--- src/rtl/pc_ctrl_pkg.sv ---
// Shared constants, state encoding and instruction classification for pc_ctrl.
package pc_ctrl_pkg;

  localparam int DATA_W = 16;
  localparam int IMM_W  = 8;
  localparam int FLAG_W = 5;

  // Major opcodes (IR[15:12])
  localparam logic [3:0] OP_RTYPE   = 4'b0000;
  localparam logic [3:0] OP_SPECIAL = 4'b0100;
  localparam logic [3:0] OP_CMPI    = 4'b1011;
  localparam logic [3:0] OP_BCOND   = 4'b1100;

  // Extended opcodes (IR[7:4])
  localparam logic [3:0] EXT_LOAD  = 4'b0000;
  localparam logic [3:0] EXT_STOR  = 4'b0100;
  localparam logic [3:0] EXT_JAL   = 4'b1000;
  localparam logic [3:0] EXT_CMP   = 4'b1011;
  localparam logic [3:0] EXT_JCOND = 4'b1100;

  // Condition codes (IR[11:8] of Bcond/Jcond)
  localparam logic [3:0] COND_EQ = 4'b0000;
  localparam logic [3:0] COND_NE = 4'b0001;
  localparam logic [3:0] COND_CS = 4'b0010;
  localparam logic [3:0] COND_CC = 4'b0011;
  localparam logic [3:0] COND_HI = 4'b0100;
  localparam logic [3:0] COND_LS = 4'b0101;
  localparam logic [3:0] COND_GT = 4'b0110;
  localparam logic [3:0] COND_LE = 4'b0111;
  localparam logic [3:0] COND_FS = 4'b1000;
  localparam logic [3:0] COND_FC = 4'b1001;
  localparam logic [3:0] COND_LO = 4'b1010;
  localparam logic [3:0] COND_HS = 4'b1011;
  localparam logic [3:0] COND_LT = 4'b1100;
  localparam logic [3:0] COND_GE = 4'b1101;
  localparam logic [3:0] COND_UC = 4'b1110;
  localparam logic [3:0] COND_NV = 4'b1111;

  // Bit positions inside flags = {C,L,F,Z,N}
  localparam int FLAG_C = 4;
  localparam int FLAG_L = 3;
  localparam int FLAG_F = 2;
  localparam int FLAG_Z = 1;
  localparam int FLAG_N = 0;

  typedef enum logic [1:0] {
    S_RST = 2'd0,
    FETCH = 2'd1,
    EXEC  = 2'd2,
    MEM   = 2'd3
  } state_t;

  typedef enum logic [2:0] {
    I_ALU   = 3'd0,
    I_CMP   = 3'd1,
    I_BCOND = 3'd2,
    I_JCOND = 3'd3,
    I_JAL   = 3'd4,
    I_LOAD  = 3'd5,
    I_STOR  = 3'd6
  } iclass_t;

  // Collapse an instruction word into the sequencing class the controller cares about.
  // Anything not recognised (including reserved SPECIAL extensions) behaves as ALU.
  function automatic iclass_t decode_class(input logic [DATA_W-1:0] ir);
    iclass_t cls;
    cls = I_ALU;
    case (ir[15:12])
      OP_BCOND: cls = I_BCOND;
      OP_CMPI:  cls = I_CMP;
      OP_RTYPE: if (ir[7:4] == EXT_CMP) cls = I_CMP;
      OP_SPECIAL: begin
        case (ir[7:4])
          EXT_LOAD:  cls = I_LOAD;
          EXT_STOR:  cls = I_STOR;
          EXT_JAL:   cls = I_JAL;
          EXT_JCOND: cls = I_JCOND;
          default:   cls = I_ALU;
        endcase
      end
      default: cls = I_ALU;
    endcase
    return cls;
  endfunction

endpackage

--- src/rtl/pc_ctrl_cond_eval.sv ---
// Branch/jump condition evaluator: maps a 4-bit condition code and the status flags to take.
module cond_eval
  import pc_ctrl_pkg::*;
(
  input  logic [3:0]        cond,
  input  logic [FLAG_W-1:0] flags,
  output logic              take
);

  // Pure lookup of the condition table against the current flags.
  always_comb begin
    take = 1'b0;
    case (cond)
      COND_EQ: take = flags[FLAG_Z];
      COND_NE: take = ~flags[FLAG_Z];
      COND_CS: take = flags[FLAG_C];
      COND_CC: take = ~flags[FLAG_C];
      COND_HI: take = flags[FLAG_L];
      COND_LS: take = ~flags[FLAG_L];
      COND_GT: take = flags[FLAG_N];
      COND_LE: take = ~flags[FLAG_N];
      COND_FS: take = flags[FLAG_F];
      COND_FC: take = ~flags[FLAG_F];
      COND_LO: take = ~flags[FLAG_L] & ~flags[FLAG_Z];
      COND_HS: take = flags[FLAG_L] | flags[FLAG_Z];
      COND_LT: take = ~flags[FLAG_N] & ~flags[FLAG_Z];
      COND_GE: take = flags[FLAG_N] | flags[FLAG_Z];
      COND_UC: take = 1'b1;
      COND_NV: take = 1'b0;
    endcase
  end

endmodule

--- src/rtl/pc_ctrl.sv ---
// Fetch/sequencing controller: latches IR, decodes control flow and memory ops,
// and issues exactly one PC update per instruction to the pc block.
module pc_ctrl
  import pc_ctrl_pkg::*;
(
  input  logic              clk,
  input  logic              rst,
  input  logic [DATA_W-1:0] instr,
  input  logic [FLAG_W-1:0] flags,
  input  logic              stall,
  output logic              irEn,
  output logic              pcEn,
  output logic              branch,
  output logic              jump,
  output logic [IMM_W-1:0]  disp,
  output logic [3:0]        rdst,
  output logic [3:0]        rsrc,
  output logic              regWrite,
  output logic              raWrite,
  output logic              memWrite,
  output logic              addrSel
);

  state_t            state_reg;
  state_t            state_next;
  logic [DATA_W-1:0] ir_reg;
  iclass_t           iclass;
  logic              cond_take;
  logic              advance;

  assign iclass = decode_class(ir_reg);

  // S_RST always moves on, so a stall asserted during reset recovery is ignored.
  assign advance = ~stall | (state_reg == S_RST);

  assign disp = ir_reg[7:0];
  assign rdst = ir_reg[11:8];
  assign rsrc = ir_reg[3:0];

  cond_eval u_cond_eval (
    .cond  (ir_reg[11:8]),
    .flags (flags),
    .take  (cond_take)
  );

  // State and instruction register; reset clears both so every output drops immediately.
  always_ff @(posedge clk or negedge rst) begin
    if (!rst) begin
      state_reg <= S_RST;
      ir_reg    <= '0;
    end else begin
      if (advance) state_reg <= state_next;
      if (state_reg == FETCH && !stall) ir_reg <= instr;
    end
  end

  // Next-state and strobe decode; stall masks the strobes that commit architectural state.
  always_comb begin
    state_next = state_reg;
    irEn       = 1'b0;
    pcEn       = 1'b0;
    branch     = 1'b0;
    jump       = 1'b0;
    regWrite   = 1'b0;
    raWrite    = 1'b0;
    memWrite   = 1'b0;
    addrSel    = 1'b0;
    case (state_reg)
      S_RST: state_next = FETCH;
      FETCH: begin
        irEn       = 1'b1;
        state_next = EXEC;
      end
      EXEC: begin
        state_next = FETCH;
        case (iclass)
          I_BCOND: begin
            pcEn   = 1'b1;
            branch = cond_take;
          end
          I_JCOND: begin
            pcEn = 1'b1;
            jump = cond_take;
          end
          I_JAL: begin
            pcEn     = 1'b1;
            jump     = 1'b1;
            regWrite = 1'b1;
            raWrite  = 1'b1;
          end
          I_LOAD, I_STOR: begin
            addrSel    = 1'b1;
            state_next = MEM;
          end
          I_CMP: pcEn = 1'b1;
          default: begin
            pcEn     = 1'b1;
            regWrite = 1'b1;
          end
        endcase
      end
      MEM: begin
        addrSel    = 1'b1;
        pcEn       = 1'b1;
        regWrite   = (iclass == I_LOAD);
        memWrite   = (iclass == I_STOR);
        state_next = FETCH;
      end
    endcase
    if (stall) begin
      irEn     = 1'b0;
      pcEn     = 1'b0;
      regWrite = 1'b0;
      memWrite = 1'b0;
    end
  end

endmodule

--- config.mk ---
export PLATFORM = sky130hd
export DESIGN_NAME = pc_ctrl
export DESIGN_NICKNAME = d
export VERILOG_FILES = /design/src/rtl/pc_ctrl_pkg.sv /design/src/rtl/pc_ctrl_cond_eval.sv /design/src/rtl/pc_ctrl.sv
export SDC_FILE = /design/constraint.sdc
export NUM_CORES = 1
export LEC_CHECK = 0
export CELL_PAD_IN_SITES_DETAIL_PLACEMENT = 1
export CELL_PAD_IN_SITES_GLOBAL_PLACEMENT = 2
export CORE_MARGIN = 10
export CORE_UTILIZATION = 27
export CTS_CLUSTER_DIAMETER = 100
export DETAILED_ROUTE_END_ITERATION = 8
export GPL_TIMING_DRIVEN = 1
export PLACE_DENSITY_LB_ADDON = 0.1
export SYNTH_ARGS = -nofsm -noshare
export SYNTH_HDL_FRONTEND = slang
export SYNTH_SLANG_ARGS = --single-unit
--- constraint.sdc ---
create_clock -name clk -period 5 [get_ports clk]
set_clock_uncertainty 0.15 [all_clocks]
set_input_delay 1.25 -clock clk [delete_from_list [all_inputs] [get_ports clk]]
set_output_delay 1.25 -clock clk [all_outputs]
set_load 0.02 [all_outputs]
==> results_dict.tcl <==
set metrics [dict create \
    hold_path_end "ir_reg[1]" \
    synthDistinctLibCells 35 \
    hold_path.class "reg -> reg" \
    r2r-start "ir_reg[14]" \
    rsz0062_at_grt "false" \
    postCtsSetupBuffers 0 \
    report.final.hold_viol_count 0 \
    drc 0 \
    synthXorXnorAreaFrac_pct 3.74 \
    htreeDepth 1 \
    vdd.ir_drop.worst_mv 0.202 \
    status "finished clean" \
    tightest_slew_ps 810 \
    cts_tree "yes" \
    gr-total-overflow 0 \
    post_cts_resized 0 \
    grt_pass1_wl_um 5210 \
    wl_per_cell_um 16.1 \
    ctsRootBufferMaster "clkbuf_8" \
    fin_util_pct 39.8 \
    clk_pin_slew_ps 70 \
    clock.fmax_mhz 218 \
    holdPathStages 1 \
    vias 894 \
    drt-met1-wl_um 1250 \
    cp_common_cell "clkdlybuf4s50_1" \
    placement.io_buffers 47 \
    syn_avg_cell_area_sq_um 10.4 \
    largest_register_ffs 16 \
    min-delay-start "ir_reg[1]" \
    reg2reg_depth 5 \
    initial_core_util_pct 28.3 \
    worstSetupPathType "in -> out" \
    crit_required_ps 3600 \
    nNetsFinal 166 \
    cp_max_fo 2 \
    max_stage_delay_ps 540 \
    firstDrtPassIters 4 \
    clkLatencyLatePin_ps 250 \
    crit_chain "clkdlybuf4s50_1 -> nand2b_1 -> a21oi_1 -> or3_1 -> a32oi_1 -> o21bai_1 -> clkdlybuf4s50_1" \
    r2r_slack_ps 2940 \
    cts_hold_buffers 0 \
    startpoint_type "primary input" \
    multi_input_area_sq_um 553 \
    top_layer "met4" \
    die_y_um 84.9 \
    grt_max_degree 19 \
    relSlewSlack_pct 45.8 \
    drt-total-wl_um 3080 \
    critPathArrivalTime_ps 3180 \
    ys_seq_elements 18 \
    io_pins 48 \
    clock_path_buffers 2 \
    crit_start "flags[3]" \
    area_growth_pct 40.8 \
    cts_buffers 3 \
    ys.warnings.count 0 \
    cts.sinks 18 \
    r2r_end "state_reg[1]" \
    diodes 0 \
    drv_slew 0 \
    path_buf_inv 2 \
    postSynthCellCount 109 \
    fin_tns_setup_ps 0 \
    antenna_found_initial 0 \
    yosys.area_share.simple_pct 16.7 \
    fin_crit_ps 4580 \
    cellLeakagePower_uw 0.000585 \
    synthAdderAreaFrac_pct 0 \
    dr_wl_met3_um 206 \
    syn_area_sq_mm 0.00114 \
    area.sequential_sq_um 450 \
    drive_above_1_share_pct 19.1 \
    crit_path_top_delay_cell "clkdlybuf4s50_1" \
    ant_nets 0 \
    globalRouteTotalUtil_pct 8.79 \
    synth_top_family_by_area "multiplexers" \
    fill_cells 457 \
    die_width_um 84.9 \
    setup_viol 0 \
    p_per_area_mw_per_mm2 591 \
    grt_pass1_vias 1015 \
    yosysSeqAreaShare_pct 39.6 \
    syn-num-nets 133 \
    core_sq_mm 0.00403 \
    synth_mux_area_share_pct 16.7 \
    viasPerCell 4.68 \
    gp_congestion 0.794 \
    cp-end-kind "output port" \
    cap_violations 0 \
    wl_met2_um 1600 \
    dp_hpwl_um 2480 \
    crit_family "buffers and inverters" \
    core.rowCount 23 \
    drt_iter0_drc 16 \
    synth_compound_area_share_pct 11.0 \
    die_area_sq_mm 0.00721 \
    fin_crit_sh_pct 91.6 \
]
[cell type report]
type / count / area share, %
repair buffers: 48 / 29.8
inverters: 1 / 0.234
multi-input cells: 70 / 34.5
flip-flops and latches: 18 / 28.1
clock buffers: 4 / 3.43
well taps: 50 / 3.90
[worst max path at each step]
stage,end,depth (start not counted),slack [ps]
after global routing,jump,7,270
after global placement,jump,7,450
after CTS,jump,7,390
after floorplan,branch,5,1360
after detailed placement,jump,7,390
final,jump,7,420
[per-stage QoR]
stage          area (sq um)  hold slack, ps  std cells  total power, uW  worst slack (ps)
2_1_floorplan          1140             356        109              697              1360
5_1_grt                1600             414        191             1020               266
3_3_place_gp           1550             364        187              830               446
3_5_place_dp           1550             376        187              842               390
6_report               1600             385        191              947               422
4_1_cts                1600             393        191              965               386
[cells by family (layout without fill, tap and decap cells)]
family | after synthesis | in the layout
AOI/OAI and AO/OA | 17 | 17
xor gates and xnor gates | 4 | 4
buffers and inverters | 21 | 53
DFF | 18 | 18
muxes | 17 | 17
and+or+nand+nor | 32 | 32
[layout by cell type, fill, tap and decap left out, drive strengths merged, types with 2 or more instances in the layout]
master	n
a21oi	6
nor3	2
o21bai	2
dfrtp	18
clkdlybuf4s50	47
or3	2
o21ai	3
xor2	4
nand3	2
clkbuf	4
mux2	16
nand2	6
nand2b	5
or2	3
nor2b	2
nor3b	2
nor2	2
[cell usage after synthesis, drive strengths merged]
cell    count  area [sq um]
a32oi       1          8.76
o21bai      2          15.0
nand3       2          10.0
a21oi       6          30.0
mux2       16           180
mux2i       1          10.0
nand2       6          22.5
or3b        1          8.76
o221ai      1          26.3
or2         3          21.3
nor3b       2          15.0
nor2b       2          12.5
or4         1          7.51
inv         1          3.75
nor3        2          10.0
nand2b      5          31.3
dfrtp      18           450
a211oi      1          7.51
or3         2          12.5
nand3b      1          7.51
nor4b       1          8.76
nand4       1          6.26
clkbuf      2          7.51
o31a        1          8.76
o22ai       1          6.26
nor2        2          7.51
o21ai       3          15.0
xor2        4          42.6
buf        18           129
o31ai       1          7.51
nand4b      1          8.76
[power breakdown]
| group | leakage (uW) | internal, uW | total (uW) | switching [uW] |
|---|---|---|---|---|
| logic | 0.000347 | 272 | 508 | 236 |
| registers | 0.000209 | 218 | 320 | 102 |
| clock network | 0.0000288 | 69.9 | 119 | 49.4 |
[routing by layer]
metal / vias up / track usage [%]
li1: 433 / -
met1: 436 / 8.98
met2: 23 / 16.1
met3: 2 / 3.35
met4: 0 / 2.69
met5: - / 0
Note: power is estimated with default switching activity, not from simulation.
